## src/rtl/othello_turn_ctrl.sv

```systemverilog
// othello_turn_ctrl: round-robin turn sequencer for NUM_PLAYERS players.
// Handles explicit passes, ends the game after all players pass in a row,
// counts accepted moves (saturating) and supports restart from game over.
// Optional build macro: OTHELLO_TURN_TIMEOUT_EN adds a per-turn timer that
// forces a pass after TIMEOUT_CYCLES idle cycles; without it timeout is 0.
module othello_turn_ctrl #(
    parameter int NUM_PLAYERS    = 2,
    parameter int PLAYER_W       = 1,
    parameter int MOVE_W         = 7,
    parameter int TIMEOUT_CYCLES = 1024
) (
    input  logic                clock,
    input  logic                reset,
    input  logic                go,
    input  logic                ack,
    input  logic                pass,
    input  logic                game_end,
    output logic                enable,
    output logic [PLAYER_W-1:0] player,
    output logic                turn_start,
    output logic                game_over,
    output logic [MOVE_W-1:0]   move_count,
    output logic                timeout
);

    localparam int                  PASS_W      = $clog2(NUM_PLAYERS);
    localparam logic [PLAYER_W-1:0] LAST_PLAYER = PLAYER_W'(NUM_PLAYERS - 1);
    localparam logic [PASS_W-1:0]   LAST_PASS   = PASS_W'(NUM_PLAYERS - 1);
    localparam logic [MOVE_W-1:0]   MOVE_MAX    = {MOVE_W{1'b1}};

    // Elaboration-time sanity checks on the parameter set.
    if (NUM_PLAYERS < 2 || NUM_PLAYERS > 2 ** PLAYER_W) begin : g_bad_players
        $error("othello_turn_ctrl: NUM_PLAYERS out of range for PLAYER_W");
    end
    if (TIMEOUT_CYCLES < 2) begin : g_bad_timeout
        $error("othello_turn_ctrl: TIMEOUT_CYCLES must be at least 2");
    end

    typedef enum logic [2:0] {
        S_IDLE      = 3'd0,
        S_ARM       = 3'd1,
        S_WAIT_MOVE = 3'd2,
        S_ADVANCE   = 3'd3,
        S_DONE      = 3'd4
    } state_t;

    state_t            state_reg;
    state_t            state_next;
    logic [PASS_W-1:0] pass_cnt_reg;
    logic              forced_pass;
    logic              pass_eff;

`ifdef OTHELLO_TURN_TIMEOUT_EN
    localparam int                 TIMER_W    = $clog2(TIMEOUT_CYCLES);
    localparam logic [TIMER_W-1:0] TIMER_LAST = TIMER_W'(TIMEOUT_CYCLES - 1);

    logic [TIMER_W-1:0] timer_reg;

    // An idle turn that reaches its last allowed cycle is treated as a pass.
    assign forced_pass = (state_reg == S_WAIT_MOVE) && (timer_reg == TIMER_LAST) &&
                         !(game_end || ack || pass);
    assign timeout     = forced_pass;

    // Turn timer: zero on each turn entry, counts while the turn is open.
    // Every input (real or forced) leaves S_WAIT_MOVE at TIMER_LAST, so it cannot wrap.
    always_ff @(posedge clock) begin
        if (!reset) begin
            timer_reg <= '0;
        end else if (state_next == S_WAIT_MOVE && state_reg != S_WAIT_MOVE) begin
            timer_reg <= '0;
        end else if (state_reg == S_WAIT_MOVE) begin
            timer_reg <= timer_reg + TIMER_W'(1);
        end
    end
`else
    assign forced_pass = 1'b0;
    assign timeout     = 1'b0;
`endif

    assign pass_eff = pass || forced_pass;

    // Next-state decode; game_end outranks ack, which outranks pass.
    always_comb begin
        state_next = state_reg;
        case (state_reg)
            S_IDLE:      if (go) state_next = S_ARM;
            S_ARM:       if (!go) state_next = S_WAIT_MOVE;
            S_WAIT_MOVE: begin
                if (game_end) begin
                    state_next = S_DONE;
                end else if (ack) begin
                    state_next = S_ADVANCE;
                end else if (pass_eff) begin
                    state_next = (pass_cnt_reg == LAST_PASS) ? S_DONE : S_ADVANCE;
                end
            end
            S_ADVANCE:   state_next = S_WAIT_MOVE;
            S_DONE:      if (go) state_next = S_ARM;
            default:     state_next = S_IDLE;
        endcase
    end

    // State, counters and registered outputs.
    always_ff @(posedge clock) begin
        if (!reset) begin
            state_reg    <= S_IDLE;
            player       <= '0;
            pass_cnt_reg <= '0;
            move_count   <= '0;
            enable       <= 1'b0;
            turn_start   <= 1'b0;
            game_over    <= 1'b0;
        end else begin
            state_reg  <= state_next;
            enable     <= (state_next == S_WAIT_MOVE);
            turn_start <= (state_next == S_WAIT_MOVE) && (state_reg != S_WAIT_MOVE);
            game_over  <= (state_next == S_DONE);
            case (state_reg)
                S_ARM: begin
                    if (!go) begin
                        player       <= '0;
                        pass_cnt_reg <= '0;
                        move_count   <= '0;
                    end
                end
                S_WAIT_MOVE: begin
                    if (!game_end) begin
                        if (ack) begin
                            if (move_count != MOVE_MAX) begin
                                move_count <= move_count + MOVE_W'(1);
                            end
                            pass_cnt_reg <= '0;
                        end else if (pass_eff && pass_cnt_reg != LAST_PASS) begin
                            pass_cnt_reg <= pass_cnt_reg + PASS_W'(1);
                        end
                    end
                end
                S_ADVANCE: begin
                    player <= (player == LAST_PLAYER) ? '0 : player + PLAYER_W'(1);
                end
                default: begin
                end
            endcase
        end
    end

endmodule

```

## config.mk

```make
export PLATFORM = sky130hd
export DESIGN_NAME = othello_turn_ctrl
export DESIGN_NICKNAME = d
export VERILOG_FILES = /design/src/rtl/othello_turn_ctrl.sv
export SDC_FILE = /design/constraint.sdc
export NUM_CORES = 1
export LEC_CHECK = 0
export CAP_MARGIN = 20
export CORE_ASPECT_RATIO = 1.25
export CORE_MARGIN = 4
export CORE_UTILIZATION = 30
export CTS_CLUSTER_DIAMETER = 200
export DETAILED_ROUTE_END_ITERATION = 6
export PLACE_DENSITY_LB_ADDON = 0.12
export SYNTH_ARGS = -nofsm -noshare
export SYNTH_HDL_FRONTEND = slang
export SYNTH_SLANG_ARGS = --single-unit
```

## constraint.sdc

```tcl
create_clock -name clock -period 1.8 [get_ports clock]
set_clock_uncertainty 0.1 [all_clocks]
set_input_delay 0.36 -clock clock [delete_from_list [all_inputs] [get_ports clock]]
set_output_delay 0.36 -clock clock [all_outputs]
set_load 0.005 [all_outputs]
```

# Yosys cells after proc, flatten, opt, wreduce, memory -nomap -nowiden
# Index checks and enable logic that the tools add are counted.
word_totals:
  out_inout_bits: 12
  regBits: 15
  mem_bits_rw: 0
  in_bits: 6
  romBits: 0
  wordCells: 52
  latchBits: 0
  n_memories: 0
classes:
  addsub: 3
  bitwise_logic: 1
  mul: 0
  n_div: 0
  n_reduce_logical: 9
  n_mux: 19
  n_shift: 0
  eq_ne: 13
  magnitude_cmp: 0
op_table:
  columns: ["operator", "n"]
  rows:
  - ["two-way mux 7 bit", 4]
  - ["two-way mux 3 bit", 6]
  - ["one-hot mux 7 bit (2 select lines)", 1]
  - ["one-hot mux 3 bit (4 select lines)", 1]
  - ["equality test 3 x 2 -> 1 bit (second input constant)", 3]
  - ["inequality test 2 bit (second input constant)", 4]
  - ["adder 7 x 1 -> 7 bit (second input constant)", 1]
  - ["inequality test 7 bit (second input constant)", 1]
  - ["equality test 3 bit (second input constant)", 2]
  - ["two-way mux 1 bit", 5]
  - ["AND reduction 5 bit", 1]
  - ["one-hot mux 1 bit (2 select lines)", 2]
  - ["AND reduction 4 bit", 1]
  - ["nonzero test 2 bit", 2]
  - ["equality test 3 x 1 -> 1 bit (second input constant)", 1]
  - ["zero test 3 bit", 1]
  - ["inequality test 3 x 2 -> 1 bit (second input constant)", 1]
  - ["inequality test 3 bit (second input constant)", 1]
  - ["adder 1 bit (second input constant)", 2]
  - ["logical AND 1 bit", 2]
  - ["AND reduction 2 bit", 1]
  - ["OR reduction 2 bit", 1]
  - ["inverter 1 bit", 1]

# Longest topological paths before layout
# Gate-level depths: netlist (run 1).
depth:
  ltp_word: 7
  ltp_mapped: 6
  mapped_depth_nobuf: 5

# Least setup slack after synthesis (run 1)
# OpenSTA, ideal clock, no wires.
synth_timing:
  path_kind: "register to register"
  startpoint: "register state_reg[0]"
  endpoint: "register move_count[5]"
  period_less_slack_ns: 1.618
  t_arrival_ns: 1.444
  setup_slack_ns: 0.182
  setup_time_ns: 0.073
  path_stages_with_launch: 5
  path_buffers: 0
  required_ns: 1.627
  cell_sequence: "dfxtp_1 nor4b_4 o211ai_1 or4_1 o211ai_2"
synth_between:
  elab_chain_cells: 3
  word_cells_on_any_way: 9
  cone_classes: "6 x eq/ne; 1 x mux; 2 x reduce/logical"
synth_rtl:
  columns: ["element", "line_no", "text"]
  rows:
  - ["start: declaration", "47", "state_t state_reg;"]
  - ["start signal: assignment", "114", "state_reg <= state_next;"]
  - ["equality test 3 x 2 -> 1 bit or equality test 3 x 1 -> 1 bit (tied branches)", "118", "case (state_reg)"]
  - ["inequality test 2 bit (no line) or nonzero test 2 bit (tied branches)", null, null]
  - ["AND reduction 5 bit (no line)", null, null]
  - ["end signal: assignment", "130", "move_count <= move_count + MOVE_W'(1);"]
  - ["end: declaration", "22", "output logic [MOVE_W-1:0] move_count,"]
# Several ways; a longest one is shown, not always the timed one.
# A chain may end at the register's enable or synchronous reset.

# Final worst setup path (run 1)
layout_timing:
  startpoint: "register move_count[4]"
  endpoint: "output move_count[4]"
# No word-level cell between the ends.

==> impl_metrics.yaml, run 1 <==
clock_tree:
  cts_buffers: 3
  cts_buffer_depth: 2
  cts.sinks: 15
  cts_tree: "built"
  clkTransAtPathRegs_ns: 0.10
  cts-root-buf: "clkbuf_4"
  htree_levels: 1
  clk_latency_ns: 0.28
setup_path:
  worst-path-buf-inv: 1
  crit_path_max_incr_delay_ns: 0.54
  path_cells: "clkdlybuf4s50_1"
  start_kind: "flip-flop"
  cp_max_fo: 7
  critical_path.top_delay_family: "buffers and inverters"
  worstPathRequired_ns: 1.34
  worst_path_max_delay_cell: "clkdlybuf4s50_1"
  worstPathArrival_ns: 1.27
  crit_path_end_kind: "primary output"
  path_class: "flip-flop to primary output"
sta:
  finalSetupViolations: 0
  min_period_ns: 1.730
  slew_violations: 0
  max_freq_mhz: 577.9
  fin_setup_tns_ns: 0
  hold_viol: 0
  rsz0062_at_grt: "no"
  min_period_over_period_pct: 96.13
  worst_hold_slack_ns: 0.3745
status:
  outcome: "complete, no violations"
route:
  drcViolationCount: 0
  drtIter0Drc: 14
  dr.pass1.iters: 4
  vias: 727
  wl_per_cell_um: 12.18
  vias_per_cell: 4.946
  postRouteAntennaNets: 0
  drt-total-wl_um: 1791
synthesis:
  synth_common_cells: "dfxtp_1, nand2_1, nand3_1, a21oi_1"
  avgSynthCellArea_sq_um: 8.773
  synth-edff-count: 0
  yosys.area.top_type: "dfxtp_1"
  ys_warn_count: 0
  yosys.area.top_type_share_pct: 41.24
  synth.distinct_cells: 35
  syn_inst: 83
  yosysMostFrequentCell: "dfxtp_1"
  synth_area_leaders: "dfxtp_1, nand2_1, nand3_1"
  yosysSeqAreaShare_pct: 41.24
  async_reset_ff_share_pct: 0
  synth_ff_type: "dfxtp_1"
  syn_area_sq_um: 728.2
  synth_fp_nets: 90
  ys_ff_latch: 15
hold_path:
  hold_path.class: "flip-flop to flip-flop"
placed_design:
  gp_congestion: 0.7706
  portBuffers: 16
  dp_hpwl_um: 1419
  dpl-instance-area_sq_um: 1025
power:
  leakagePower_nw: 0.4215
  power.density_nw_per_um2: 569.4
  ir_worst_vdd_mv: 0.3896
  power_w: 0.0006098
  p_seq_share_pct: 55.9
  clockPowerShare_pct: 32.4
  p_sw_w: 0.0001526
  switching_share_pct: 25.03
  p_int_w: 0.0004572
  comb_power_share_pct: 11.7
layout:
  syn_to_final_growth_pct: 47.08
  antenna-diode-count: 0
  drive_gt1_share_pct: 23.28
  fin_nets: 124
  largest_reg_flops: 7
  finalInstanceArea_sq_um: 1071
floorplanning:
  core_area_sq_um: 2258
  rows: 19
  die_area_sq_um: 3285
  dieHeight_um: 63.09
  start_util_pct: 32.24
  io_pins: 18
  die_w_um: 52.07
grt:
  track_usage_pct: 11.96
  grt_pass1_wl_um: 3029
  grt_antenna_before_repair: 0
  grt_max_degree: 10
  gr-total-overflow: 0
  grt_pass1_vias: 684
flow_run:
  maxCapViolCount: 0
-- stage by stage --
stage	setup WS, ns	cells	utilization (%)
3_5_place_dp	-0.2830	142	45.37
5_1_grt	0.01337	147	47.42
3_3_place_gp	-0.2403	142	45.37
2_1_floorplan	0.1823	83	-
4_1_cts	0.01766	146	46.59
6_report	0.06961	147	47.42
-- logic make-up (layout without fill, tap and decap cells) --
family / after synthesis / count (layout) / synth area share (%)
compound gates: 19 / 19 / 19.24
fa+ha+maj: 1 / 1 / 1.718
buf+inv: 5 / 38 / 3.094
flops: 15 / 15 / 41.24
other cells: 1 / 1 / 0.5150
simple gates: 42 / 42 / 34.19
-- power by group through the flow --
stage                     registers, W  clock network (W)  logic [W]
final                         0.000341           0.000197  0.0000714
after global routing          0.000342           0.000222  0.0000780
after CTS                     0.000341           0.000208  0.0000706
after detailed placement      0.000349                  0  0.0000703
after global placement        0.000349                  0  0.0000701
after floorplan               0.000349                  0  0.0000279
-- worst register-to-register path: cells and delay by family (launching register included) --
family	cells	cell delay [ns]
compound gates	2	0.23
flops	1	0.44
simple gates	2	0.82
-- final cells by class --
cell class / count / area (sq um)
clock buffers: 3 / 22.52
clock inverters: 1 / 5.005
fillers: 238 / 1187
inverters: 2 / 7.507
multi-input cells: 63 / 412.9
flip-flops and latches: 15 / 301.5
well taps: 31 / 38.79
repair buffers: 32 / 282.8
-- final timing paths --
check	from	endpoint	slack, ns	depth (start not counted)
max	move_count[4]$_SDFFE_PN0P_	move_count[4]	0.07	1
min	player$_SDFFE_PN0P_	player$_SDFFE_PN0P_	0.37	2
max reg2reg	state_reg[1]$_SDFF_PN0_	pass_cnt_reg$_SDFFE_PN0P_	0.17	4
min reg2reg	player$_SDFFE_PN0P_	player$_SDFFE_PN0P_	0.37	2
-- what timing repair did --
item,CTS,global route
setup buffers,0,1
endpoints found under the setup margin,0,7
gates resized for setup,0,4
hold buffers,0,0
hold endpoints to repair,0,0
-- cells in the final DEF (no fill, tap or decap), types with 3 or more instances in the layout --
master            n
a21oi_1           5
buf_4            16
clkbuf_4          3
clkdlybuf4s50_1  15
dfxtp_1          14
nand2_1          10
nand3_1           6
nor2_1            4
nor2b_1           4
o211ai_1          3
-- layer usage --
| metal | up-vias | track usage [%] | wire length, um |
|---|---|---|---|
| li1 | 376 | - | - |
| met1 | 339 | 14.68 | 822 |
| met2 | 10 | 19.97 | 901 |
| met3 | 2 | 2.123 | 50 |
| met4 | 0 | 4.918 | 17 |
| met5 | - | 0 | 0 |
(Power assumes the default switching activity.)
==> run 2: changes to the inputs <==
Settings changed: CAP_MARGIN 20 to 25, CORE_MARGIN 4 to unset, SKIP_LAST_GASP set to 1.
==> impl_metrics.yaml, run 2 (synthesized netlist as in run 1, its figures left out) <==
clock_tree:
  cts.sinks: 15
  htree_levels: 1
  cts_buffers: 3
  clk_latency_ns: 0.28
  clkTransAtPathRegs_ns: 0.10
  cts_buffer_depth: 2
  cts_tree: "built"
  cts-root-buf: "clkbuf_4"
hold_path:
  hold_path.class: "flip-flop to flip-flop"
  hp-start: "player$_SDFFE_PN0P_"
setup_path:
  worst_path_max_delay_cell: "clkdlybuf4s50_1"
  cp_max_fo: 7
  start_kind: "flip-flop"
  path_cells: "clkdlybuf4s50_1"
  worstPathRequired_ns: 1.34
  crit_path_end_kind: "primary output"
  worstPathArrival_ns: 1.27
  worst-path-buf-inv: 1
  path_class: "flip-flop to primary output"
  critical_path.top_delay_family: "buffers and inverters"
  crit_start: "move_count[4]$_SDFFE_PN0P_"
  timing.rr.start: "move_count[0]$_SDFFE_PN0P_"
  crit_path_max_incr_delay_ns: 0.54
sta:
  timing.final.ws_setup_ns: 0.07445
  finalSetupViolations: 0
  worst_hold_slack_ns: 0.3629
  min_period_ns: 1.726
  hold_viol: 0
  rsz0062_at_grt: "no"
  min_period_over_period_pct: 95.86
  max_freq_mhz: 579.5
  slew_violations: 0
layout:
  utilization_pct: 47.03
  multiInputGateArea_sq_um: 407.9
  syn_to_final_growth_pct: 44.33
  final_cell_mix: "clkdlybuf4s50_1, buf_4, dfxtp_1, nand2_1, nand3_1"
  drive_gt1_share_pct: 21.05
  layout_commonest_cell: "clkdlybuf4s50_1"
  fin_nets: 122
  regArea_sq_um: 302.8
  stdcell_count: 145
  antenna-diode-count: 0
  fill_cells: 239
  largest_reg_flops: 7
grt:
  grt_pass1_vias: 714
  grt_antenna_before_repair: 0
  track_usage_pct: 14.70
  grt_pass1_wl_um: 2904
  grt_max_degree: 9
  gr-total-overflow: 0
power:
  ir_worst_vdd_mv: 0.4778
  leakagePower_nw: 0.4044
  power.density_nw_per_um2: 568.8
route:
  wl_per_cell_um: 11.89
  drt-total-wl_um: 1724
  vias_per_cell: 5.055
  drcViolationCount: 0
  drtIter0Drc: 14
  dr.pass1.iters: 4
  postRouteAntennaNets: 0
  vias: 733
status:
  outcome: "complete, no violations"
placed_design:
  portBuffers: 16
  dp_hpwl_um: 1374
  gp_congestion: 0.7746
  placed_cells: 141
  pre_cts_ws_ns: -0.2805
floorplanning:
  die_area_sq_um: 2630
  die_w_um: 46.07
  start_util_pct: 32.59
  core_area_sq_um: 2235
  io_pins: 18
  dieHeight_um: 57.09
  rows: 19
flow_run:
  maxCapViolCount: 0
## run 2: final timing paths
kind                                      to  depth (start not counted)  slack, ns
setup / recovery               move_count[4]                          1       0.07
hold / removal           player$_SDFFE_PN0P_                          2       0.36
setup reg to reg  move_count[2]$_SDFFE_PN0P_                          6       0.14
hold reg to reg          player$_SDFFE_PN0P_                          2       0.36
## run 2: power by group
part / internal [W] / leakage, nW / switching [W] / total [W]
combinational: 0.0000372 / 0.267 / 0.0000337 / 0.0000709
clock: 0.0000856 / 0.0150 / 0.000101 / 0.000187
sequential: 0.000337 / 0.122 / 0.00000329 / 0.000340
total: 0.000459 / 0.404 / 0.000138 / 0.000598
## run 2: layout make-up
type,instances,area share [%]
Timing Repair Buffer,30,25.48
Multi-Input combinational cell,63,38.81
Clock buffer,4,2.500
Sequential cell,15,28.81
Tap cell,31,3.690
Inverter,2,0.7143
## run 2: repair_timing
item,4_1_cts,5_1_grt
hold buffers,0,0
buffers inserted,0,0
endpoints found under the setup margin,0,6
resized for setup,0,4
## run 2: per-stage QoR
step	TNS [ns]	total power, W	instance area, sq um
global placement	-1.236	0.0004187	1017
finish	0	0.0005979	1051
global route	0	0.0006255	1051
detailed placement	-1.503	0.0004187	1017
CTS	0	0.0006076	1044
floorplan	0	0.0003772	728.2
## run 2: metal layers
layer  global-route usage (%)  up-vias  part of all wire, %
met3                    2.215        2                  3.2
met1                    16.50      347                   44
met2                    25.75       16                   52
met5                        0        -                    0
li1                         -      368                    -
met4                    7.143        0                 0.99
==> run 3: changes to the inputs <==
Settings changed: CORE_ASPECT_RATIO 1.25 to unset, CORE_UTILIZATION 30 to 46, CTS_CLUSTER_DIAMETER 200 to unset.
==> impl_metrics.yaml, run 3 (synthesized netlist as in run 1, its figures left out) <==
setup_path:
  worst_path_max_delay_cell: "clkdlybuf4s50_1"
  path_class: "flip-flop to primary output"
  worst-path-buf-inv: 1
  cp_max_fo: 7
  crit_start: "move_count[4]$_SDFFE_PN0P_"
  worst-path-stages: 1
  crit_path_max_incr_delay_ns: 0.53
  path_cells: "clkdlybuf4s50_1"
  r2r_end: "move_count[2]$_SDFFE_PN0P_"
  crit_path_end_kind: "primary output"
  critPathCapture: "move_count[4]"
  timing.rr.start: "move_count[0]$_SDFFE_PN0P_"
  critical_path.top_delay_family: "buffers and inverters"
  reg2reg_depth: 6
  worstPathRequired_ns: 1.34
  reg2reg_slack_ns: 0.12
  start_kind: "flip-flop"
  worstPathArrival_ns: 1.25
sta:
  worst_hold_slack_ns: 0.3780
  hold_viol: 0
  rsz0062_at_grt: "no"
  slew_violations: 0
  max_freq_mhz: 585.3
  fin_setup_tns_ns: 0
  min_period_ns: 1.709
  min_period_over_period_pct: 94.92
  finalSetupViolations: 0
placed_design:
  placed_cells: 125
  portBuffers: 16
  gp_congestion: 0.8183
  dp_hpwl_um: 1299
floorplanning:
  die_area_sq_um: 1746
  core_area_sq_um: 1383
  io_pins: 18
  rows: 13
  start_util_pct: 52.67
  die_w_um: 41.79
  dieHeight_um: 41.79
grt:
  grt_pass1_vias: 646
  gr-total-overflow: 0
  grt_pass1_wl_um: 2808
  grt_antenna_before_repair: 0
  track_usage_pct: 20.60
  grt_max_degree: 10
clock_tree:
  cts-root-buf: "clkbuf_4"
  cts_tree: "built"
  cts_buffer_depth: 2
  cts_buffers: 3
  cts_hold_buf: 0
  cts.sinks: 15
  clk_latency_ns: 0.29
  clkTransAtPathRegs_ns: 0.09
  htree_levels: 1
layout:
  final_cell_mix: "dfxtp_1, clkdlybuf4s50_1, buf_4, nand2_1, nand3_1"
  antenna-diode-count: 0
  largest_reg_flops: 7
  fin_nets: 123
  drive_gt1_share_pct: 20.87
  utilization_pct: 75.02
  fill_cells: 101
  stdcell_count: 130
  syn_to_final_growth_pct: 42.44
route:
  drtIter0Drc: 41
  drt-total-wl_um: 1761
  vias_per_cell: 5.762
  postRouteAntennaNets: 0
  vias: 749
  dr.pass1.iters: 4
  drcViolationCount: 0
  wl_per_cell_um: 13.55
hold_path:
  hold_path.class: "flip-flop to flip-flop"
flow_run:
  maxCapViolCount: 0
status:
  outcome: "complete, no violations"
power:
  power.density_nw_per_um2: 588.0
  ir_worst_vdd_mv: 0.4826
  power_w: 0.0006099
  leakagePower_nw: 0.4136
[run 3: final cells by class]
type	instances	area, sq um	share of cell area (%)
clock buffers	3	22.52	2.171
clock inverters	1	5.005	0.4825
inverters	2	7.507	0.7238
multi-input cells	63	407.9	39.32
flip-flops and latches	15	300.3	28.95
well taps	15	18.77	1.809
repair buffers	31	275.3	26.54
[run 3: layer usage]
metal / global-route usage [%] / routed length, um / vias to the layer above
met5: 0 / 0 / -
met4: 9.677 / 46 / 0
met3: 3.043 / 93 / 7
met2: 29.06 / 758 / 26
met1: 30.38 / 864 / 342
li1: - / - / 374
[run 3: metrics by stage]
stage / worst slack (ns) / cell area (sq um)
final: 0.09141 / 1037
after floorplan: 0.1823 / 728.2
after detailed placement: -0.2691 / 997.2
after CTS: 0.02585 / 1025
after global placement: -0.2303 / 997.2
after global routing: 0.01215 / 1037
[run 3: how the worst min path moves through the flow]
| stage | from | to | slack, ns | cells past startpoint |
|---|---|---|---|---|
| 2_1_floorplan | player$_SDFFE_PN0P_ | player$_SDFFE_PN0P_ | 0.36 | 2 |
| 3_3_place_gp | player$_SDFFE_PN0P_ | player$_SDFFE_PN0P_ | 0.35 | 2 |
| 3_5_place_dp | player$_SDFFE_PN0P_ | player$_SDFFE_PN0P_ | 0.37 | 2 |
| 4_1_cts | player$_SDFFE_PN0P_ | player$_SDFFE_PN0P_ | 0.38 | 2 |
| 5_1_grt | player$_SDFFE_PN0P_ | player$_SDFFE_PN0P_ | 0.41 | 2 |
| 6_report | player$_SDFFE_PN0P_ | player$_SDFFE_PN0P_ | 0.38 | 2 |
[run 3: power by group]
group	internal (W)	switching, W
clock network	0.0000828	0.000112
logic	0.0000389	0.0000355
registers	0.000337	0.00000378
total	0.000458	0.000152
[run 3: worst register-to-register path: stages, from the launching register on]
cell and delay, ns:
dfxtp_1 0.39, ha_1 0.21, nand3_1 0.11, buf_4 0.16, o211a_1 0.28, a41oi_1 0.23
o31ai_1 0.09
[run 3: repair_timing]
| action | 4_1_cts | 5_1_grt |
|---|---|---|
| endpoints found under the setup margin | 0 | 6 |
| setup buffers | 0 | 1 |
| resized for setup | 0 | 2 |
| hold endpoints to repair | 0 | 0 |
